==> src/rtl/ls_down_timer_pkg.sv <==
// ----------------------------------------------------------------------------
// ls_timer_pkg
//   Shared definitions for the ls_down_timer slice: FSM state encoding,
//   counter slice width and the default counter width.
//   Ports: none (package).
//   Build option: LS_DOWN_TIMER_AUTO_RELOAD_EN (consumed by ls_down_timer).
// ----------------------------------------------------------------------------
package ls_timer_pkg;

   // Timer control states
   typedef enum logic [1:0] {
      IDLE = 2'd0,
      RUN  = 2'd1,
      DONE = 2'd2
   } state_e;

   // Every counter is built from slices of this many bits
   localparam int SLICE_W = 4;

   // Default counter width (legal: multiples of SLICE_W, 4..32)
   localparam int WIDTH_DEFAULT = 8;

endpackage : ls_timer_pkg

==> src/rtl/ls_down_timer_if.sv <==
// ----------------------------------------------------------------------------
// ls_down_timer_if
//   Groups the timer's control and status signals.
//   Signals:
//     D       parallel preset value
//     LOAD_n  active-low synchronous parallel load
//     START   start / restart request (level, sampled on CLK)
//     ENP     parallel count enable
//     ENT     trickle count enable, also gates BO
//     Q       current count (registered)
//     BO      borrow out (combinational)
//     TC      one-cycle terminal-count pulse (registered)
//     BUSY    high while counting
//   Modports: master drives the controls, slave is the timer itself.
// ----------------------------------------------------------------------------
interface ls_down_timer_if #(
   parameter int WIDTH = ls_timer_pkg::WIDTH_DEFAULT
);

   logic [WIDTH-1:0] D;
   logic             LOAD_n;
   logic             START;
   logic             ENP;
   logic             ENT;
   logic [WIDTH-1:0] Q;
   logic             BO;
   logic             TC;
   logic             BUSY;

   modport master (
      output D, LOAD_n, START, ENP, ENT,
      input  Q, BO, TC, BUSY
   );

   modport slave (
      input  D, LOAD_n, START, ENP, ENT,
      output Q, BO, TC, BUSY
   );

endinterface : ls_down_timer_if

==> src/rtl/ls_down_timer_slice.sv <==
// ----------------------------------------------------------------------------
// ls_down_slice
//   4-bit presettable down-counter slice. Slices are chained through their
//   borrow signals: a slice decrements only when its borrow_in is high,
//   i.e. the count is enabled and every lower slice holds zero.
//   Ports:
//     CLK         clock, rising edge
//     CLR         asynchronous active-high clear
//     load        synchronous load of d (wins over decrement)
//     d           load value
//     borrow_in   decrement request from the lower slices
//     q           slice value
//     borrow_out  borrow to the next slice (borrow_in AND q==0)
// ----------------------------------------------------------------------------
module ls_down_slice
   import ls_timer_pkg::*;
(
   input  logic               CLK,
   input  logic               CLR,
   input  logic               load,
   input  logic [SLICE_W-1:0] d,
   input  logic               borrow_in,
   output logic [SLICE_W-1:0] q,
   output logic               borrow_out
);

   logic [SLICE_W-1:0] q_r;

   // Slice value register: clear, load, decrement or hold
   always_ff @(posedge CLK or posedge CLR) begin
      if (CLR) begin
         q_r <= {SLICE_W{1'b0}};
      end else if (load) begin
         q_r <= d;
      end else if (borrow_in) begin
         q_r <= q_r - {{(SLICE_W-1){1'b0}}, 1'b1};
      end else begin
         q_r <= q_r;
      end
   end

   assign q          = q_r;
   // A slice at zero passes the borrow on, and wraps itself to all-ones
   assign borrow_out = borrow_in & (q_r == {SLICE_W{1'b0}});

endmodule : ls_down_slice

==> src/rtl/ls_down_timer.sv <==
// ----------------------------------------------------------------------------
// ls_down_timer
//   Loadable down-timer with START/DONE control, built from chained 4-bit
//   down-counter slices. Priority per edge: CLR > LOAD_n > START > count.
//   Ports:
//     CLK   clock, all state changes on the rising edge
//     CLR   asynchronous active-high reset
//     bus   ls_down_timer_if.slave (D, LOAD_n, START, ENP, ENT in;
//           Q, BO, TC, BUSY out)
//   Parameter:
//     WIDTH counter width, multiple of 4 in 4..32
//   Build option:
//     LS_DOWN_TIMER_AUTO_RELOAD_EN - when defined, reaching zero reloads the
//     count from RELOAD and keeps running (periodic TC). Without it, or when
//     RELOAD is zero, the timer stops in DONE at zero.
// ----------------------------------------------------------------------------
module ls_down_timer
   import ls_timer_pkg::*;
#(
   parameter int WIDTH = WIDTH_DEFAULT
)
(
   input logic            CLK,
   input logic            CLR,
   ls_down_timer_if.slave bus
);

   localparam int NSL = WIDTH / SLICE_W;

   state_e           state_r;
   state_e           state_nxt_s;
   logic [WIDTH-1:0] reload_r;
   logic [WIDTH-1:0] reload_nxt_s;
   logic [WIDTH-1:0] load_val_s;
   logic [WIDTH-1:0] q_s;
   logic             load_s;
   logic             cnt_en_s;
   logic             tc_r;
   logic             tc_nxt_s;
   logic             busy_r;
   logic             q_zero_s;
   logic             q_one_s;
   logic [NSL:0]     borrow_s;
   logic             chain_unused_s;

   assign q_zero_s = (q_s == {WIDTH{1'b0}});
   assign q_one_s  = (q_s == {{(WIDTH-1){1'b0}}, 1'b1});

   // ------------------------------------------------------------------------
   // Borrow-chained counter slices
   // ------------------------------------------------------------------------
   assign borrow_s[0] = cnt_en_s;

   for (genvar k = 0; k < NSL; k++) begin : g_slice
      ls_down_slice u_slice (
         .CLK        (CLK),
         .CLR        (CLR),
         .load       (load_s),
         .d          (load_val_s[k*SLICE_W +: SLICE_W]),
         .borrow_in  (borrow_s[k]),
         .q          (q_s[k*SLICE_W +: SLICE_W]),
         .borrow_out (borrow_s[k+1])
      );
   end

   // Counting is never enabled at zero, so the top borrow never fires
   assign chain_unused_s = borrow_s[NSL];

   // ------------------------------------------------------------------------
   // Control registers: state, reload value, TC pulse and BUSY
   // ------------------------------------------------------------------------
   // State, reload and registered status outputs
   always_ff @(posedge CLK or posedge CLR) begin
      if (CLR) begin
         state_r  <= IDLE;
         reload_r <= {WIDTH{1'b0}};
         tc_r     <= 1'b0;
         busy_r   <= 1'b0;
      end else begin
         state_r  <= state_nxt_s;
         reload_r <= reload_nxt_s;
         tc_r     <= tc_nxt_s;
         busy_r   <= (state_nxt_s == RUN);
      end
   end

   // Next state, slice load/count controls and TC decision
   always_comb begin
      state_nxt_s  = state_r;
      reload_nxt_s = reload_r;
      load_s       = 1'b0;
      load_val_s   = q_s;
      cnt_en_s     = 1'b0;
      tc_nxt_s     = 1'b0;

      if (!bus.LOAD_n) begin
         // Parallel load overrides everything except CLR
         load_s       = 1'b1;
         load_val_s   = bus.D;
         reload_nxt_s = bus.D;
         state_nxt_s  = IDLE;
      end else begin
         case (state_r)
            IDLE: begin
               // A zero count has nothing to time, so START is ignored
               if (bus.START && !q_zero_s) begin
                  state_nxt_s = RUN;
               end else begin
                  state_nxt_s = IDLE;
               end
            end

            RUN: begin
               // START is meaningless while running; only the enables matter
               if (bus.ENP && bus.ENT && !q_zero_s) begin
                  if (q_one_s) begin
                     tc_nxt_s = 1'b1;
`ifdef LS_DOWN_TIMER_AUTO_RELOAD_EN
                     if (reload_r != {WIDTH{1'b0}}) begin
                        // Skip the zero state: wrap straight back to RELOAD
                        load_s     = 1'b1;
                        load_val_s = reload_r;
                     end else begin
                        cnt_en_s    = 1'b1;
                        state_nxt_s = DONE;
                     end
`else
                     cnt_en_s    = 1'b1;
                     state_nxt_s = DONE;
`endif
                  end else begin
                     cnt_en_s = 1'b1;
                  end
               end else begin
                  cnt_en_s = 1'b0;
               end
            end

            DONE: begin
               if (bus.START && (reload_r != {WIDTH{1'b0}})) begin
                  load_s      = 1'b1;
                  load_val_s  = reload_r;
                  state_nxt_s = RUN;
               end else begin
                  state_nxt_s = DONE;
               end
            end

            default: begin
               state_nxt_s = IDLE;
            end
         endcase
      end
   end

   // ------------------------------------------------------------------------
   // Outputs
   // ------------------------------------------------------------------------
   assign bus.Q    = q_s;
   assign bus.TC   = tc_r;
   assign bus.BUSY = busy_r;
   assign bus.BO   = q_zero_s & bus.ENT & (state_r == RUN);

endmodule : ls_down_timer

==> src/flat_wrapper.sv <==
// flat-port wrapper written by rule: the top's interface ports become plain ports
module ls_down_timer_flat import ls_timer_pkg::*;
#(
   parameter int WIDTH = WIDTH_DEFAULT
)
  (CLK, CLR, bus_D, bus_LOAD_n, bus_START, bus_ENP, bus_ENT, bus_Q, bus_BO, bus_TC, bus_BUSY);
  ls_down_timer_if #(.WIDTH(WIDTH)) bus_i ();
  input logic CLK;
  input logic CLR;
  input wire logic [$bits(bus_i.D)-1:0] bus_D;
  input wire logic [$bits(bus_i.LOAD_n)-1:0] bus_LOAD_n;
  input wire logic [$bits(bus_i.START)-1:0] bus_START;
  input wire logic [$bits(bus_i.ENP)-1:0] bus_ENP;
  input wire logic [$bits(bus_i.ENT)-1:0] bus_ENT;
  output wire logic [$bits(bus_i.Q)-1:0] bus_Q;
  output wire logic [$bits(bus_i.BO)-1:0] bus_BO;
  output wire logic [$bits(bus_i.TC)-1:0] bus_TC;
  output wire logic [$bits(bus_i.BUSY)-1:0] bus_BUSY;
  assign bus_i.D = bus_D;
  assign bus_i.LOAD_n = bus_LOAD_n;
  assign bus_i.START = bus_START;
  assign bus_i.ENP = bus_ENP;
  assign bus_i.ENT = bus_ENT;
  assign bus_Q = bus_i.Q;
  assign bus_BO = bus_i.BO;
  assign bus_TC = bus_i.TC;
  assign bus_BUSY = bus_i.BUSY;
  ls_down_timer #(.WIDTH(WIDTH)) u_core (.CLK(CLK), .CLR(CLR), .bus(bus_i));
endmodule
==> config.mk <==
export PLATFORM = sky130hd
export DESIGN_NAME = ls_down_timer_flat
export DESIGN_NICKNAME = d
export VERILOG_FILES = /design/src/rtl/ls_down_timer_pkg.sv /design/src/rtl/ls_down_timer_if.sv /design/src/rtl/ls_down_timer_slice.sv /design/src/rtl/ls_down_timer.sv /design/src/flat_wrapper.sv
export SDC_FILE = /design/constraint.sdc
export NUM_CORES = 1
export LEC_CHECK = 0
export BUFFER_PORTS_ARGS = -buffer_cell sky130_fd_sc_hd__clkbuf_2
export CAP_MARGIN = 20
export CORE_ASPECT_RATIO = 0.9
export CORE_MARGIN = 1.5
export CORE_UTILIZATION = 23
export CTS_BUF_LIST = sky130_fd_sc_hd__clkbuf_4
export CTS_CLUSTER_SIZE = 8
export DETAILED_ROUTE_END_ITERATION = 8
export GPL_TIMING_DRIVEN = 0
export PLACE_DENSITY = 0.49
export SYNTH_ARGS = -nofsm -noshare
export SYNTH_HDL_FRONTEND = slang
export SYNTH_SLANG_ARGS = --single-unit
==> constraint.sdc <==
create_clock -name CLK -period 2.8 [get_ports CLK]
set_input_delay 0.14 -clock CLK [delete_from_list [all_inputs] [get_ports CLK]]
set_output_delay 0.14 -clock CLK [all_outputs]
set_load 0.02 [all_outputs]
==> results.yml <==
sta:
  max_freq_ghz: 0.4656
  finalHoldViolCount: 0
  fin_crit_ns: 2.148
  rsz0062_at_grt: "false"
  relSlewSlack_pct: 48.91
  worst_pin_slew_ns: 0.7655
  fin_crit_sh_pct: 76.71
  slew_violations: 0
  finalSetupViolations: 0
  finalSetupTns_ns: 0
  clock_skew_ns: 0.01360
clock_network:
  cts_tree: "yes"
  clock-sinks: 20
  ctsHoldBuffers: 1
  htreeDepth: 1
  cts.repair.resized: 0
  path_clk_slew_ns: 0.12
  clk_latency_ns: 0.31
  cts_buffer_depth: 2
  post_cts_buffers: 0
  cts-buffers-inserted: 3
  cts_root_buf: "clkbuf_4"
setup_path:
  arrival_ns: 2.38
  cp-startpoint: "u_core.g_slice[1].u_slice.q[0]"
  required_ns: 3.03
  r2r_start: "u_core.g_slice[1].u_slice.q[0]"
  start_kind: "flip-flop"
  r2r_setup_slack_ns: 0.65
  critPathKind: "reg2reg"
  path_max_fanout: 3
  critPathCaptureType: "flip-flop"
place:
  dp_hpwl_mm: 1.739
  gp_congestion: 0.7380
  dpl.cell_count: 177
  io_buffers: 23
final_layout:
  instances_no_fill: 182
  diodes: 0
  area_growth_pct: 23.75
  final_nets: 139
  fillCellCount: 477
  drive_gt1_share_pct: 40.00
  post-route-util_pct: 29.82
drt:
  postRouteWirelength_mm: 2.214
  firstDrtPassIters: 4
  drcViolationCount: 0
  vias_per_cell: 4.247
  ant_nets: 0
  drt_iter0_markers: 16
  vias: 773
  route.detailed.wl_per_inst_um: 12.16
floorplan:
  die_x_um: 75.06
  core-area_um2: 4461
  dieArea_um2: 5092
  die_y_um: 67.85
  start_util_pct: 24.10
  io_pins: 25
  rows: 23
yosys:
  avgSynthCellArea_um2: 11.68
  netlist_instances: 92
  synth_fp_nets: 110
  ys_types: 29
  ys_warn_count: 0
  synth_area_um2: 1075
  ys_seq_elements: 20
  ys_seq_area_share_pct: 46.57
flow_run:
  cap_violations: 0
global_route:
  grt_overflow: 0
  antenna_found_initial: 0
  grt_pass1_vias: 807
  grt_usage_pct: 10.06
  grt_max_degree: 21
  grt_pass1_wl_mm: 3.705
power_and_ir_drop:
  vdd_ir_drop_max_mv: 0.2813
  pwr_density_cell_nw_per_um2: 572.5
  p_leak_nw: 0.5828
run_status:
  status: "complete, no violations"
hold_path:
  hold_class: "in2reg"
  min_from: "bus_D[1]"
-- final timing paths --
path	endpoint	depth (start not counted)
setup / recovery	u_core.state_r[1]	6
hold / removal	u_core.reload_r[1]	3
setup reg to reg	u_core.state_r[1]	6
hold reg to reg	u_core.reload_r[6]	1
max in group asynchronous	u_core.state_r[0]	3
min in group asynchronous	u_core.g_slice[1].u_slice.q[1]	3
-- cell usage in the layout, fill, tap and decap left out, drive strengths merged --
master / n
or3b: 3
a31oi: 1
xnor2: 2
a21oi: 4
dfrtp: 20
nor4b: 1
inv: 9
nand4b: 2
clkbuf: 26
nor2b: 2
a211o: 2
nor4: 3
buf: 1
nor3: 2
nand2: 4
mux2i: 3
dlygate4sd3: 1
nor3b: 2
o311ai: 1
or4: 1
o21ai: 2
ha: 4
or3: 2
nor2: 1
mux2: 15
a211oi: 1
bufinv: 1
nand3: 1
xor2: 3
-- report_power, final --
part	internal (mW)	switching, mW	total (mW)
logic	0.0790	0.0938	0.173
registers	0.321	0.0302	0.352
clock network	0.145	0.0923	0.237
total	0.545	0.216	0.761
-- flip-flops by register name, indices dropped and copies added, names as in the netlist --
signal                    cells
u_core.g_slice.u_slice.q      8
u_core.reload_r               8
u_core.state_r                2
u_core.bus.BUSY               1
u_core.bus.TC                 1
-- layer usage --
metal	part of all wire, %	wire, um	global-route usage, %	up-vias
met1	48	1058	12.92	370
met4	0.59	13	2.727	0
met5	0	0	0	-
met2	48	1052	15.93	16
li1	-	-	-	385
met3	4.0	89	3.682	2
-- Yosys cell counts, drive strengths merged --
cell    number  area, um2
dfrtp       20      500.5
mux2        15      168.9
o311ai       1      8.760
a31oi        1      12.51
nor3b        2      15.01
xnor2        2      17.52
buf          1      11.26
nand3        1      5.000
or3b         3      28.78
or3          2      13.77
nor4         3      18.77
nor3         2      10.01
a211o        2      17.52
inv          9      33.78
a211oi       1      7.510
a21oi        4      20.02
mux2i        3      30.03
ha           4      50.05
nor2         1      3.750
or4          1      11.26
xor2         3      26.28
nor4b        1      8.760
o21ai        2      10.01
nand2        4      15.01
nor2b        2      12.51
nand4b       2      17.52
-- cells by family (layout without fill, tap and decap cells) --
group                    count (synthesis)  after routing  synth area share, %
multiplexers                            18             18                18.51
XOR/XNOR                                 5              5                4.075
buffers and inverters                   10             38                4.191
flip-flops                              20             20                46.57
adder cells (fa/ha/maj)                  4              4                4.657
AO/OA/AOI/OAI                           11             11                7.102
AND/OR/NAND/NOR                         24             24                14.90
-- critical path: stages, from the launching register on --
cell,delay [ns]
dfrtp_1,0.41
inv_1,0.09
ha_1,0.18
or3b_4,0.40
or4_4,0.50
or3b_1,0.35
a21oi_1,0.14
-- per-stage QoR --
stage	instance area (um2)	total power, mW	hold slack, ns	setup WS (ns)
floorplan	1075	0.4736	0.1038	0.6760
global placement	1267	0.5284	0.2872	0.6905
detailed placement	1267	0.5323	0.3022	0.6755
CTS	1330	0.7714	0.05409	0.6469
global route	1330	0.8096	0.04903	0.4649
finish	1330	0.7615	0.05975	0.6522
-- final cells by class --
class	count	area, um2	share of cell area, %
repair buffers	24	125.1	9.407
multi-input cells	62	529.3	39.79
flip-flops and latches	20	500.5	37.63
clock buffers	3	22.52	1.693
well taps	62	77.57	5.833
plain buffers	1	11.26	0.8467
inverters	9	33.78	2.540
clock inverters	1	30.03	2.258
Power figures use the tool's default switching activity.
